===== config.mk =====
export PLATFORM = sky130hd
export DESIGN_NAME = muldiv_unit
export DESIGN_NICKNAME = d
export VERILOG_FILES = /design/src/rtl/muldiv_unit.sv
export SDC_FILE = /design/constraint.sdc
export NUM_CORES = 1
export LEC_CHECK = 0
export CORE_MARGIN = 5
export CORE_UTILIZATION = 30
export DETAILED_ROUTE_END_ITERATION = 12
export PLACE_DENSITY = 0.44
export SYNTH_ARGS = -nofsm -noshare
export SYNTH_HDL_FRONTEND = slang
export SYNTH_SLANG_ARGS = --single-unit

===== constraint.sdc =====
create_clock -name CLK -period 4.8 [get_ports CLK]
set_input_delay 0.72 -clock CLK [delete_from_list [all_inputs] [get_ports CLK]]
set_output_delay 0.72 -clock CLK [all_outputs]
set_load 0.03 [all_outputs]

===== src/rtl/muldiv_unit.sv =====
// Iterative multiply/divide unit owning HI/LO: shift-add multiplier and restoring divider.
// Define MULDIV_FAST_MUL_EN to use a single-cycle combinational multiplier for MULT/MULTU.
module muldiv_unit #(
    parameter int WIDTH = 32
) (
    input  logic             CLK,
    input  logic             RST,
    input  logic             Start,
    input  logic [2:0]       Op,
    input  logic [WIDTH-1:0] Rdata1,
    input  logic [WIDTH-1:0] Rdata2,
    output logic             Busy,
    output logic             Done,
    output logic             DivZero,
    output logic [WIDTH-1:0] HI,
    output logic [WIDTH-1:0] LO
);
    localparam int CW = $clog2(WIDTH + 1);

    typedef enum logic [1:0] {IDLE, ITER, FIX} state_t;

    state_t             state, state_n;
    logic [CW-1:0]      cnt;
    logic [2*WIDTH-1:0] acc;      // mul: {partial, multiplier}; div: {remainder, quotient}
    logic [WIDTH-1:0]   mcand;    // multiplicand or divisor magnitude
    logic               is_mul, op_signed, sign_a, sign_b, dzero;

    logic               iter_op, op_sgn_in, neg;
    logic [WIDTH-1:0]   mag_a, mag_b;
    logic [WIDTH:0]     mul_sum, div_shift;
    logic [WIDTH-1:0]   div_rem;
    logic               div_ge;
    logic [2*WIDTH-1:0] mul_next, div_next, prod_fix;
    logic [WIDTH-1:0]   quo_fix, rem_fix;

`ifdef MULDIV_FAST_MUL_EN
    logic [2*WIDTH-1:0] ext_a, ext_b, fast_prod;
    assign ext_a     = Op[0] ? {{WIDTH{1'b0}}, Rdata1} : {{WIDTH{Rdata1[WIDTH-1]}}, Rdata1};
    assign ext_b     = Op[0] ? {{WIDTH{1'b0}}, Rdata2} : {{WIDTH{Rdata2[WIDTH-1]}}, Rdata2};
    assign fast_prod = ext_a * ext_b;
    assign iter_op   = (Op == 3'd2) || (Op == 3'd3);
`else
    assign iter_op   = (Op <= 3'd3);
`endif

    assign op_sgn_in = (Op == 3'd0) || (Op == 3'd2);
    assign mag_a     = (op_sgn_in && Rdata1[WIDTH-1]) ? -Rdata1 : Rdata1;
    assign mag_b     = (op_sgn_in && Rdata2[WIDTH-1]) ? -Rdata2 : Rdata2;

    // One shift-add step: add multiplicand to the upper half when the low bit is set, then shift right.
    assign mul_sum   = {1'b0, acc[2*WIDTH-1:WIDTH]} + {1'b0, (acc[0] ? mcand : {WIDTH{1'b0}})};
    assign mul_next  = {mul_sum, acc[WIDTH-1:1]};

    // One restoring step; the remainder stays below the divisor so WIDTH bits hold it.
    assign div_shift = {acc[2*WIDTH-1:WIDTH], acc[WIDTH-1]};
    assign div_ge    = div_shift >= {1'b0, mcand};
    assign div_rem   = div_shift[WIDTH-1:0] - mcand;
    assign div_next  = div_ge ? {div_rem, acc[WIDTH-2:0], 1'b1}
                              : {div_shift[WIDTH-1:0], acc[WIDTH-2:0], 1'b0};

    assign neg       = op_signed && (sign_a ^ sign_b);
    assign prod_fix  = neg ? -acc : acc;
    assign quo_fix   = neg ? -acc[WIDTH-1:0] : acc[WIDTH-1:0];
    assign rem_fix   = (op_signed && sign_a) ? -acc[2*WIDTH-1:WIDTH] : acc[2*WIDTH-1:WIDTH];

    assign Busy      = (state != IDLE);

    always_ff @(posedge CLK) begin
        if (RST) state <= IDLE;
        else     state <= state_n;
    end

    always_comb begin
        state_n = state;
        case (state)
            IDLE:    if (Start && iter_op) state_n = ITER;
            ITER:    if (cnt == CW'(WIDTH - 1)) state_n = FIX;
            FIX:     state_n = IDLE;
            default: state_n = IDLE;
        endcase
    end

    always_ff @(posedge CLK) begin
        if (RST) begin
            HI        <= '0;
            LO        <= '0;
            Done      <= 1'b0;
            DivZero   <= 1'b0;
            cnt       <= '0;
            acc       <= '0;
            mcand     <= '0;
            is_mul    <= 1'b0;
            op_signed <= 1'b0;
            sign_a    <= 1'b0;
            sign_b    <= 1'b0;
            dzero     <= 1'b0;
        end else begin
            Done    <= 1'b0;
            DivZero <= 1'b0;
            case (state)
                IDLE: begin
                    cnt <= '0;
                    if (Start) begin
                        if (iter_op) begin
                            is_mul    <= ~Op[1];
                            op_signed <= op_sgn_in;
                            sign_a    <= Rdata1[WIDTH-1];
                            sign_b    <= Rdata2[WIDTH-1];
                            dzero     <= (Rdata2 == '0);
                            acc       <= {{WIDTH{1'b0}}, (Op[1] ? mag_a : mag_b)};
                            mcand     <= Op[1] ? mag_b : mag_a;
                        end
`ifdef MULDIV_FAST_MUL_EN
                        else if (Op <= 3'd1) begin
                            {HI, LO} <= fast_prod;
                            Done     <= 1'b1;
                        end
`endif
                        else if (Op == 3'd4) begin
                            HI   <= Rdata1;
                            Done <= 1'b1;
                        end else if (Op == 3'd5) begin
                            LO   <= Rdata1;
                            Done <= 1'b1;
                        end
                    end
                end
                ITER: begin
                    acc <= is_mul ? mul_next : div_next;
                    cnt <= cnt + 1'b1;
                end
                FIX: begin
                    if (is_mul) begin
                        {HI, LO} <= prod_fix;
                    end else begin
                        HI      <= rem_fix;
                        LO      <= quo_fix;
                        DivZero <= dzero;
                    end
                    Done <= 1'b1;
                end
                default: ;
            endcase
        end
    end
endmodule

==> results of run 1 <==
==> logic make-up (layout without fill, tap and decap cells) <==
kind of cell    after synthesis  in the layout  share of synthesized area, %
fa+ha+maj                    71             71                         6.263
compound gates              622            622                         27.52
simple gates                674            674                         21.18
xor+xnor                    173            173                         10.50
buf+inv                     202            266                         5.352
other cells                   0              1                             0
flops                       175            175                         24.29
mux                          70             70                         4.892
==> power by group through the flow <==
stage / clock network [uW] / logic [uW] / registers (uW)
floorplan: 0 / 2070 / 1700
global placement: 0 / 2860 / 1770
detailed placement: 0 / 2870 / 1770
CTS: 1520 / 2880 / 1740
global route: 1570 / 3180 / 1750
finish: 1490 / 2900 / 1740
==> cell type report <==
cell class	instances	area (um^2)	share of cell area, %
well taps	615	769.5	4.552
multi-input cells	1610	10180	60.19
diodes	1	2.502	0.01480
flip-flops and latches	175	3505	20.73
clock inverters	14	156.4	0.9251
inverters	65	244.0	1.443
clock buffers	18	439.2	2.598
repair buffers	169	1614	9.547
==> per-layer routing <==
layer  share of wire (%)  GRT usage [%]
met1                  49          33.58
met3                 5.8          3.530
met2                  43          34.26
met5                   0              0
met4                 2.0          5.149
==> worst max-delay path, cell delays in order, from the launching register on <==
cell	delay [ns]
dfxtp_1	0.41
nor4_1	0.94
nand4_1	0.41
or3_1	0.52
or4b_2	0.66
a21oi_1	0.20
xor2_1	0.16
nor2_1	0.06
a21oi_1	0.38
a21oi_1	0.13
==> path summary, 6_finish.rpt <==
path | startpoint | end | slack, ns
min | mcand[17] | mcand[17] | 0.45
max | acc[35] | HI[19] | 0.79
min reg2reg | mcand[17] | mcand[17] | 0.45
max reg2reg | acc[35] | HI[19] | 0.79
==> sequential cells by signal, summed over array words and instances, names as in the netlist, 2 cells and up <==
signal,flops
acc,64
HI,32
cnt,6
state,2
LO,32
mcand,32
==> stage by stage <==
stage                     cell area (um^2)  std cells
after floorplan                      14420       1987
after global placement               16310       2634
after detailed placement             16310       2634
after CTS                            16900       2666
after global routing                 16910       2667
final                                16910       2667
==> synthesized netlist by cell type (4+ instances only) <==
master / n / share of area (%)
o21a_1: 12 / 0.62
buf_2: 4 / 0.14
nor4_1: 21 / 0.91
o41ai_1: 14 / 0.85
mux2_2: 4 / 0.31
nor3_1: 65 / 2.3
a211o_1: 4 / 0.24
o211ai_1: 24 / 1.2
a31oi_1: 24 / 1.0
o22ai_1: 21 / 0.91
a21o_1: 30 / 1.6
o21bai_1: 8 / 0.42
and3_1: 7 / 0.30
o221ai_1: 11 / 0.67
a21oi_1: 201 / 7.0
nand3_1: 31 / 1.1
mux2i_1: 66 / 4.6
inv_1: 64 / 1.7
dfxtp_1: 175 / 24
nand2b_1: 13 / 0.56
nand2_1: 160 / 4.2
a22oi_1: 22 / 1.1
o31ai_1: 25 / 1.3
or4_1: 13 / 0.68
xnor2_1: 90 / 5.5
nor2b_1: 11 / 0.48
clkbuf_1: 116 / 3.0
nand4_1: 14 / 0.61
a211oi_1: 70 / 3.6
a2111oi_0: 6 / 0.36
or3_1: 13 / 0.56
or2_2: 5 / 0.22
and2_1: 11 / 0.48
a221o_1: 6 / 0.42
nor2_1: 293 / 7.6
ha_1: 69 / 6.0
o21ai_0: 111 / 3.9
a311oi_1: 8 / 0.49
xor2_1: 83 / 5.0
buf_1: 15 / 0.39
==> run metrics, run 1 <==
status finished, final reports clean; synthesized instance count slightly below 2,000; initial core utilization 30.27%; CTS buffer count 17; layout cells sized above 1 about 4.8%; share of power burned in registers ~28%; internal cell power between 3000 and 4000 uW; most common cell after layout, fill and taps aside nor2_1; full die area 0.05256 mm^2; pre-CTS setup slack roughly 0.79 ns; area delta synth->final 17.21%; Period minus WS final about 4.0 ns; CP endpoint kind register; FF+latch count, synth around 180; TritonRoute pass-1 iters 5; pin count of the biggest net entering global routing 79; sw frac 43.54%; die height between 200 and 250 um; final core occ between 30% and 40%; Net Count, Synth between 2,000 and 2,500; final setup vio count 0; Total GRT Usage between 20% and 30%; CTS Root Cell clkbuf_16; postcts setup bufs 0; # hold bufs at CTS 0; Worst EP required a little over 5 ns; count of different cell masters after synthesis between 70 and 80; Final period util 83.44%; MaxCap Viol Count 0; DRT iter0 DRCs ~1,400; Mapped Area 0.01442 mm^2; drt wl/cell between 20 and 25 um; post-CTS sizing 0; Routed WL 61,610 um; initial antenna violation count 1; Power Dens Cells 363.0 mW/mm^2; H-tree depth 4; IO buf count roughly 140; Combinational Power Share around 47%; CP max FO 9; grt ovf 0; leakage power figure between 0.006 and 0.007 uW; nets 2,179; Hold Vio Cnt, Final 0; clock network power share approximately 24%; Post-synth EDFFs 0; cell row count 80; synthesized area per cell 7.259 um^2; TritonCTS clock tree yes; ys async rst share 0%; Die Wd 229.3 um; Clock Skew approximately 0.014 ns; Worst slew margin 26.32%; total power 6136 uW; CP startpoint kind register; via count 15,207; CTS sink cnt 175; Fin Setup TNS 0 ns; worst-margin pin slew 1.105 ns; most frequent cells in the layout 291 x nor2_1, 200 x a21oi_1, 174 x dfxtp_1, 160 x nand2_1, 134 x clkdlybuf4s50_1; reg2reg path depth 9; fin worst setup slack approximately 0.79 ns; io pins 137; Crit Path Category register to register; NetSw roughly 2700 uW; Yosys Warn Count 0; DR vias/cell approximately 5.7; FMAX 249.7 MHz; DP HPWL 47,860 um; RSZ-0062 raised after global routing no; fin. max-slew vios 0; Worst Hold Class register to register; Post-route DRC 0; critical path arrival between 4 and 5 ns; Fillers 5,125; Hold Crit Depth 2; Most used DFF post-synth dfxtp_1; first-pass GRT wire length 91,900 um; vias in the first global route 14,108; Bufs on Longest Clock Path 2; DRT antenna net count 0; Peak VDD IR 0.2575 mV; CTS clk-pin slew, worst paths 0.07 ns; hold slack 0.4547 ns; worst skew pair latency about 0.48 ns; sequential area share after synthesis 24.29%; core box area roughly 0.048 mm^2; RePlAce Congestion 0.8987
Note: power is estimated with default switching activity, not from simulation.
==> run 2, diff against run 1 <==
--- a/config.mk
+++ b/config.mk
@@ -8,7 +8,7 @@
 export CORE_MARGIN = 5
 export CORE_UTILIZATION = 30
 export DETAILED_ROUTE_END_ITERATION = 12
-export PLACE_DENSITY = 0.44
+export PLACE_DENSITY = 0.46
 export SYNTH_ARGS = -nofsm -noshare
 export SYNTH_HDL_FRONTEND = slang
 export SYNTH_SLANG_ARGS = --single-unit
==> constraint.sdc (replaced) <==
create_clock -name CLK -period 3.25 [get_ports CLK]
set_input_delay 0.4875 -clock CLK [delete_from_list [all_inputs] [get_ports CLK]]
set_output_delay 0.4875 -clock CLK [all_outputs]
set_load 0.03 [all_outputs]
==> run metrics, run 2 (synthesized netlist as in run 1, its figures left out) <==
TritonCTS clock tree yes (unchanged); Worst EP required 3.58 ns (was 5.14 ns); most common cell after layout, fill and taps aside nor2_1 (unchanged); area delta synth->final 33.18% (was 17.21%); Fillers 4,982 (was 5,125); reg2reg path depth 13 (was 9); RR Endpoint acc[63] (was HI[19]); MaxCap Viol Count 0 (unchanged); Final period util 95.60% (was 83.44%); CTS Root Cell clkbuf_16 (unchanged); Fin Setup TNS 0 ns (unchanged); CP top delay family compound AO/OA/AOI/OAI gates (was simple AND/OR/NAND/NOR gates); CTS sink cnt 175 (unchanged); Period minus WS final 3.107 ns (was 4.005 ns); DRT antenna net count 0 (unchanged); Bufs on Longest Clock Path 2 (unchanged); placed cell area 0.01827 mm^2 (was 0.01631 mm^2); full die area 0.05256 mm^2 (unchanged); crit path cell chain inv_1, ha_1, a2111oi_1, o21ai_0, a32oi_1, o31ai_1, buf_4, a21oi_2, buf_4, nor3_1, or3_1, a311oi_2, o41ai_1 (was nor4_1, nand4_1, or3_1, or4b_2, a21oi_1, xor2_1, nor2_1, a21oi_1, a21oi_1); worst skew pair latency 0.46 ns (was 0.48 ns); Clock Skew 0.01338 ns (was 0.01352 ns); crit path buf inv count 3 (was 0); core box area 0.04765 mm^2 (unchanged); RePlAce Congestion 0.9091 (was 0.8987); IO buf count 136 (unchanged); Top reg by flops acc (unchanged); Post-route DRC 0 (unchanged); CP max FO 4 (was 9); cell row count 80 (unchanged); Peak VDD IR 0.4006 mV (was 0.2575 mV); CTS clk-pin slew, worst paths 0.08 ns (was 0.07 ns); Die Wd 229.3 um (unchanged); worst-margin pin slew 1.098 ns (was 1.105 ns); initial core utilization 30.27% (unchanged); Crit Path Category register to register (unchanged); io pins 137 (unchanged); # hold bufs at CTS 0 (unchanged); DP HPWL 51,220 um (was 47,860 um); pin count of the biggest net entering global routing 54 (was 79); worst flop-to-flop path startpoint mcand[12] (was acc[35]); Total GRT Usage 23.29% (was 22.57%); CP max stage cell a2111oi_1 (was nor4_1); initial antenna violation count 0 (was 1); first-pass GRT wire length 95,130 um (was 91,900 um); CTS buffer count 17 (unchanged); nets 2,432 (was 2,179); layout cells sized above 1 17.14% (was 4.778%); pre-CTS setup slack -0.3012 ns (was 0.7857 ns); Hold Vio Cnt, Final 0 (unchanged); Critical Path Sink acc[63] (was HI[19]); leakage power figure 0.007630 uW (was 0.006275 uW); Routed WL 63,860 um (was 61,610 um); most frequent cells in the layout 291 x nor2_1, 277 x buf_4, 192 x a21oi_1, 172 x dfxtp_1, 158 x nand2_1 (was 291 x nor2_1, 200 x a21oi_1, 174 x dfxtp_1, 160 x nand2_1, 134 x clkdlybuf4s50_1); total power 10,170 uW (was 6136 uW); fin worst setup slack 0.1431 ns (was 0.7950 ns); status finished, final reports clean (unchanged); drt wl/cell 21.88 um (was 23.10 um); grt ovf 0 (unchanged); CP peak stage delay 0.42 ns (was 0.94 ns); via count 15,916 (was 15,207); fin. max-slew vios 0 (unchanged); Worst slew margin 26.77% (was 26.32%); die height 229.3 um (unchanged); max FFs per register 64 (unchanged); antenna cells 0 (was 1); TritonRoute pass-1 iters 6 (was 5); CP endpoint kind register (unchanged); CP startpoint kind register (unchanged); RSZ-0062 raised after global routing yes (was no); final setup vio count 0 (unchanged); crit-path most repeated cell buf_4 (was a21oi_1); critical path arrival 3.44 ns (was 4.35 ns); FMAX 321.9 MHz (was 249.7 MHz); Worst Hold Class register to register (unchanged); vias in the first global route 15,003 (was 14,108); post-layout instance area 0.01921 mm^2 (was 0.01691 mm^2); crit path from mcand[12] (was acc[35]); Worst path depth 13 (was 9); H-tree depth 4 (unchanged); DR vias/cell 5.453 (was 5.702); DRT iter0 DRCs 1,455 (was 1,353); FF-to-FF setup slack 0.14 ns (was 0.79 ns); Power Dens Cells 529.6 mW/mm^2 (was 363.0 mW/mm^2)
[run 2: what timing repair did]
item | 4_1_cts | 5_1_grt
buffers inserted | 1 | 0
gates resized for setup | 18 | 50
setup endpoints to repair | 43 | 46
pin swaps | 4 | 14
[run 2: area by class of cell]
type / count / area [um^2] / share of cell area [%]
inverter: 65 / 246.5 / 1.283
multi-input combinational: 1610 / 10430 / 54.29
sequential: 175 / 3507 / 18.26
timing repair buffer: 422 / 3612 / 18.80
tap: 615 / 769.5 / 4.006
clock buffer: 17 / 425.4 / 2.215
clock inverter: 15 / 220.2 / 1.146
[run 2: how the worst min path moves through the flow]
stage	from	slack [ns]	end	depth (start not counted)
3_3_place_gp	mcand[18]	0.44	mcand[18]	2
3_5_place_dp	mcand[17]	0.45	mcand[17]	2
5_1_grt	HI[26]	0.48	HI[26]	2
6_report	mcand[17]	0.45	mcand[17]	2
2_1_floorplan	mcand[24]	0.43	mcand[24]	2
4_1_cts	mcand[17]	0.45	mcand[17]	2
[run 2: worst min-delay path: cells and delay by family, from the launching register on]
family	cells	cell delay, ns
flops	1	0.31
simple gates	1	0.05
compound gates	1	0.05
[run 2: metrics by stage]
stage          utilization (%)  hold slack, ns  std cells
3_3_place_gp             38.35          0.4436       2886
5_1_grt                  40.32          0.4768       2919
4_1_cts                  39.91          0.4546       2919
6_report                 40.32          0.4525       2919
3_5_place_dp             38.35          0.4451       2886
2_1_floorplan                -          0.4319       1987
[run 2: metal layers]
metal  vias to the layer above  wire length, um  GRT usage (%)  share of wire (%)
met2                       509            27130          35.04                 42
met4                         0             1791          7.085                2.8
met3                        69             3991          4.199                6.3
met1                      7556            30940          33.86                 48
met5                         -                0              0                  0
li1                       7782                -              -                  -
[run 2: report_power, final]
group | internal [uW] | switching, uW
Sequential | 2290 | 134
Combinational | 2370 | 3040
Clock | 1320 | 1020
Total | 5980 | 4200
==> run 3, diff against run 2 <==
--- a/config.mk
+++ b/config.mk
@@ -5,10 +5,12 @@
 export SDC_FILE = /design/constraint.sdc
 export NUM_CORES = 1
 export LEC_CHECK = 0
+export CELL_PAD_IN_SITES_DETAIL_PLACEMENT = 1
+export CELL_PAD_IN_SITES_GLOBAL_PLACEMENT = 2
 export CORE_MARGIN = 5
 export CORE_UTILIZATION = 30
 export DETAILED_ROUTE_END_ITERATION = 12
-export PLACE_DENSITY = 0.46
+export PLACE_DENSITY = 0.71
 export SYNTH_ARGS = -nofsm -noshare
 export SYNTH_HDL_FRONTEND = slang
 export SYNTH_SLANG_ARGS = --single-unit
==> constraint.sdc (replaced) <==
create_clock -name CLK -period 3.9 [get_ports CLK]
set_input_delay 0.585 -clock CLK [delete_from_list [all_inputs] [get_ports CLK]]
set_output_delay 0.585 -clock CLK [all_outputs]
set_load 0.03 [all_outputs]
==> run metrics, run 3 (synthesized netlist as in run 1, its figures left out) <==
postcts setup bufs 0 (was 1); DRT antenna net count 0 (unchanged); post-layout instance area 0.01750 mm^2 (was 0.01921 mm^2); initial antenna violation count 0 (unchanged); Worst EP required 4.24 ns (was 3.58 ns); Top reg by flops acc (unchanged); initial core utilization 30.27% (unchanged); Bufs on Longest Clock Path 2 (unchanged); CP startpoint kind register (unchanged); nets 2,256 (was 2,432); # hold bufs at CTS 0 (unchanged); RSZ-0062 raised after global routing no (was yes); io pins 137 (unchanged); drt wl/cell 24.16 um (was 21.88 um); TritonCTS clock tree yes (unchanged); die height 229.3 um (unchanged); cell row count 80 (unchanged); Fin Setup TNS 0 ns (unchanged); full die area 0.05256 mm^2 (unchanged); fin. max-slew vios 0 (unchanged); core box area 0.04765 mm^2 (unchanged); grt ovf 0 (unchanged); worst-margin pin slew 1.159 ns (was 1.098 ns); Final period util 95.21% (was 95.60%); most common cell after layout, fill and taps aside nor2_1 (unchanged); placed cell area 0.01689 mm^2 (was 0.01827 mm^2); pin count of the biggest net entering global routing 69 (was 54); Multi-input gate area 0.01019 mm^2 (was 0.01043 mm^2); CP max FO 13 (was 4); vias in the first global route 15,484 (was 15,003); first-pass GRT wire length 99,630 um (was 95,130 um); IO buf count 136 (unchanged); critical path arrival 4.06 ns (was 3.44 ns); DP HPWL 53,210 um (was 51,220 um); Worst slew margin 22.76% (was 26.77%); RePlAce Congestion 0.9178 (was 0.9091); layout cells sized above 1 8.271% (was 17.14%); Worst Hold Class register to register (unchanged); Total GRT Usage 24.47% (was 23.29%); DRT iter0 DRCs 1,081 (was 1,455); Power Dens Cells 453.4 mW/mm^2 (was 529.6 mW/mm^2); antenna cells 0 (unchanged); Clock Skew 0.01171 ns (was 0.01338 ns); Routed WL 66,280 um (was 63,860 um); final core occ 36.73% (was 40.32%); max FFs per register 64 (unchanged); Combinational Power Share 50.4% (was 53.2%); hold slack 0.4598 ns (was 0.4525 ns); via count 15,539 (was 15,916); Hold Vio Cnt, Final 0 (unchanged); CTS sink cnt 175 (unchanged); TritonRoute pass-1 iters 5 (was 6); FMAX 269.3 MHz (was 321.9 MHz); sw frac 43.69% (was 41.24%); Seq. cell area 0.003505 mm^2 (was 0.003507 mm^2); CP endpoint kind register (unchanged); status finished, final reports clean (unchanged); area delta synth->final 21.34% (was 33.18%); NetSw 3467 uW (was 4195 uW); Crit Path Category register to register (unchanged); H-tree depth 4 (unchanged); most frequent cells in the layout 291 x nor2_1, 200 x a21oi_1, 174 x dfxtp_1, 160 x nand2_1, 134 x clkdlybuf4s50_1 (was 291 x nor2_1, 277 x buf_4, 192 x a21oi_1, 172 x dfxtp_1, 158 x nand2_1); total power 7935 uW (was 10,170 uW); CTS clk-pin slew, worst paths 0.08 ns (about the same); Die Wd 229.3 um (unchanged); MaxCap Viol Count 0 (unchanged); Period minus WS final 3.713 ns (was 3.107 ns); CTS Root Cell clkbuf_16 (unchanged); Peak VDD IR 0.3414 mV (was 0.4006 mV); CTS buffer count 17 (unchanged); internal cell power 4468 uW (was 5977 uW); worst skew pair latency 0.46 ns (about the same); clock network power share 23.4% (was 23.0%); Fillers 5,856 (was 4,982); share of power burned in registers 26.2% (was 23.8%); DR vias/cell 5.665 (was 5.453); final setup vio count 0 (unchanged); Post-route DRC 0 (unchanged); leakage power figure 0.006672 uW (was 0.007630 uW)
[run 3: stage by stage]
stage / setup WS, ns / instances
floorplan: 0.5454 / 1987
global placement: 0.2933 / 2711
detailed placement: 0.1228 / 2711
CTS: 0.02113 / 2743
global route: 0.06014 / 2743
finish: 0.1869 / 2743
[run 3: final cells by class]
class / count / area share (%)
Multi-Input combinational cell: 1610 / 58.21
Sequential cell: 175 / 20.02
Timing Repair Buffer: 246 / 12.52
Tap cell: 615 / 4.397
Clock buffer: 20 / 2.609
Inverter: 65 / 1.394
Clock inverter: 12 / 0.8436
[run 3: layer usage]
layer  part of all wire (%)  up-vias  GRT usage, %
met4                    3.5        0         8.476
met1                     49     7642         35.43
met2                     42      400         36.77
li1                       -     7428             -
met5                      0        -             0
met3                    5.4       69         4.000
[run 3: worst max-delay path, cell delays in order (launching register included)]
cell,delay [ns]
dfxtp_1,0.32
inv_1,0.18
ha_1,0.29
a2111oi_0,0.37
o21ai_0,0.23
a32oi_1,0.24
o31ai_1,0.17
a21oi_1,0.58
a21o_1,0.67
buf_4,0.26
nor2_1,0.05
a21oi_1,0.14
o21ai_0,0.09
[run 3: worst paths after layout]
check | from | end | slack [ns] | depth (start not counted)
max | mcand[12] | acc[39] | 0.19 | 12
min | HI[6] | HI[6] | 0.46 | 2
max reg2reg | mcand[12] | acc[39] | 0.19 | 12
min reg2reg | HI[6] | HI[6] | 0.46 | 2
[run 3: power by group through the flow]
stage | Sequential (uW) | Combinational [uW] | Clock, uW
CTS | 2080 | 3960 | 1890
global placement | 2120 | 3900 | 0
global route | 2100 | 4350 | 1960
floorplan | 2090 | 2550 | 0
detailed placement | 2120 | 3930 | 0
finish | 2080 | 4000 | 1860
[run 3: what timing repair did]
item,CTS,global route
resized for setup,0,3
endpoints found under the setup margin,0,3
endpoints found under the hold margin,0,0
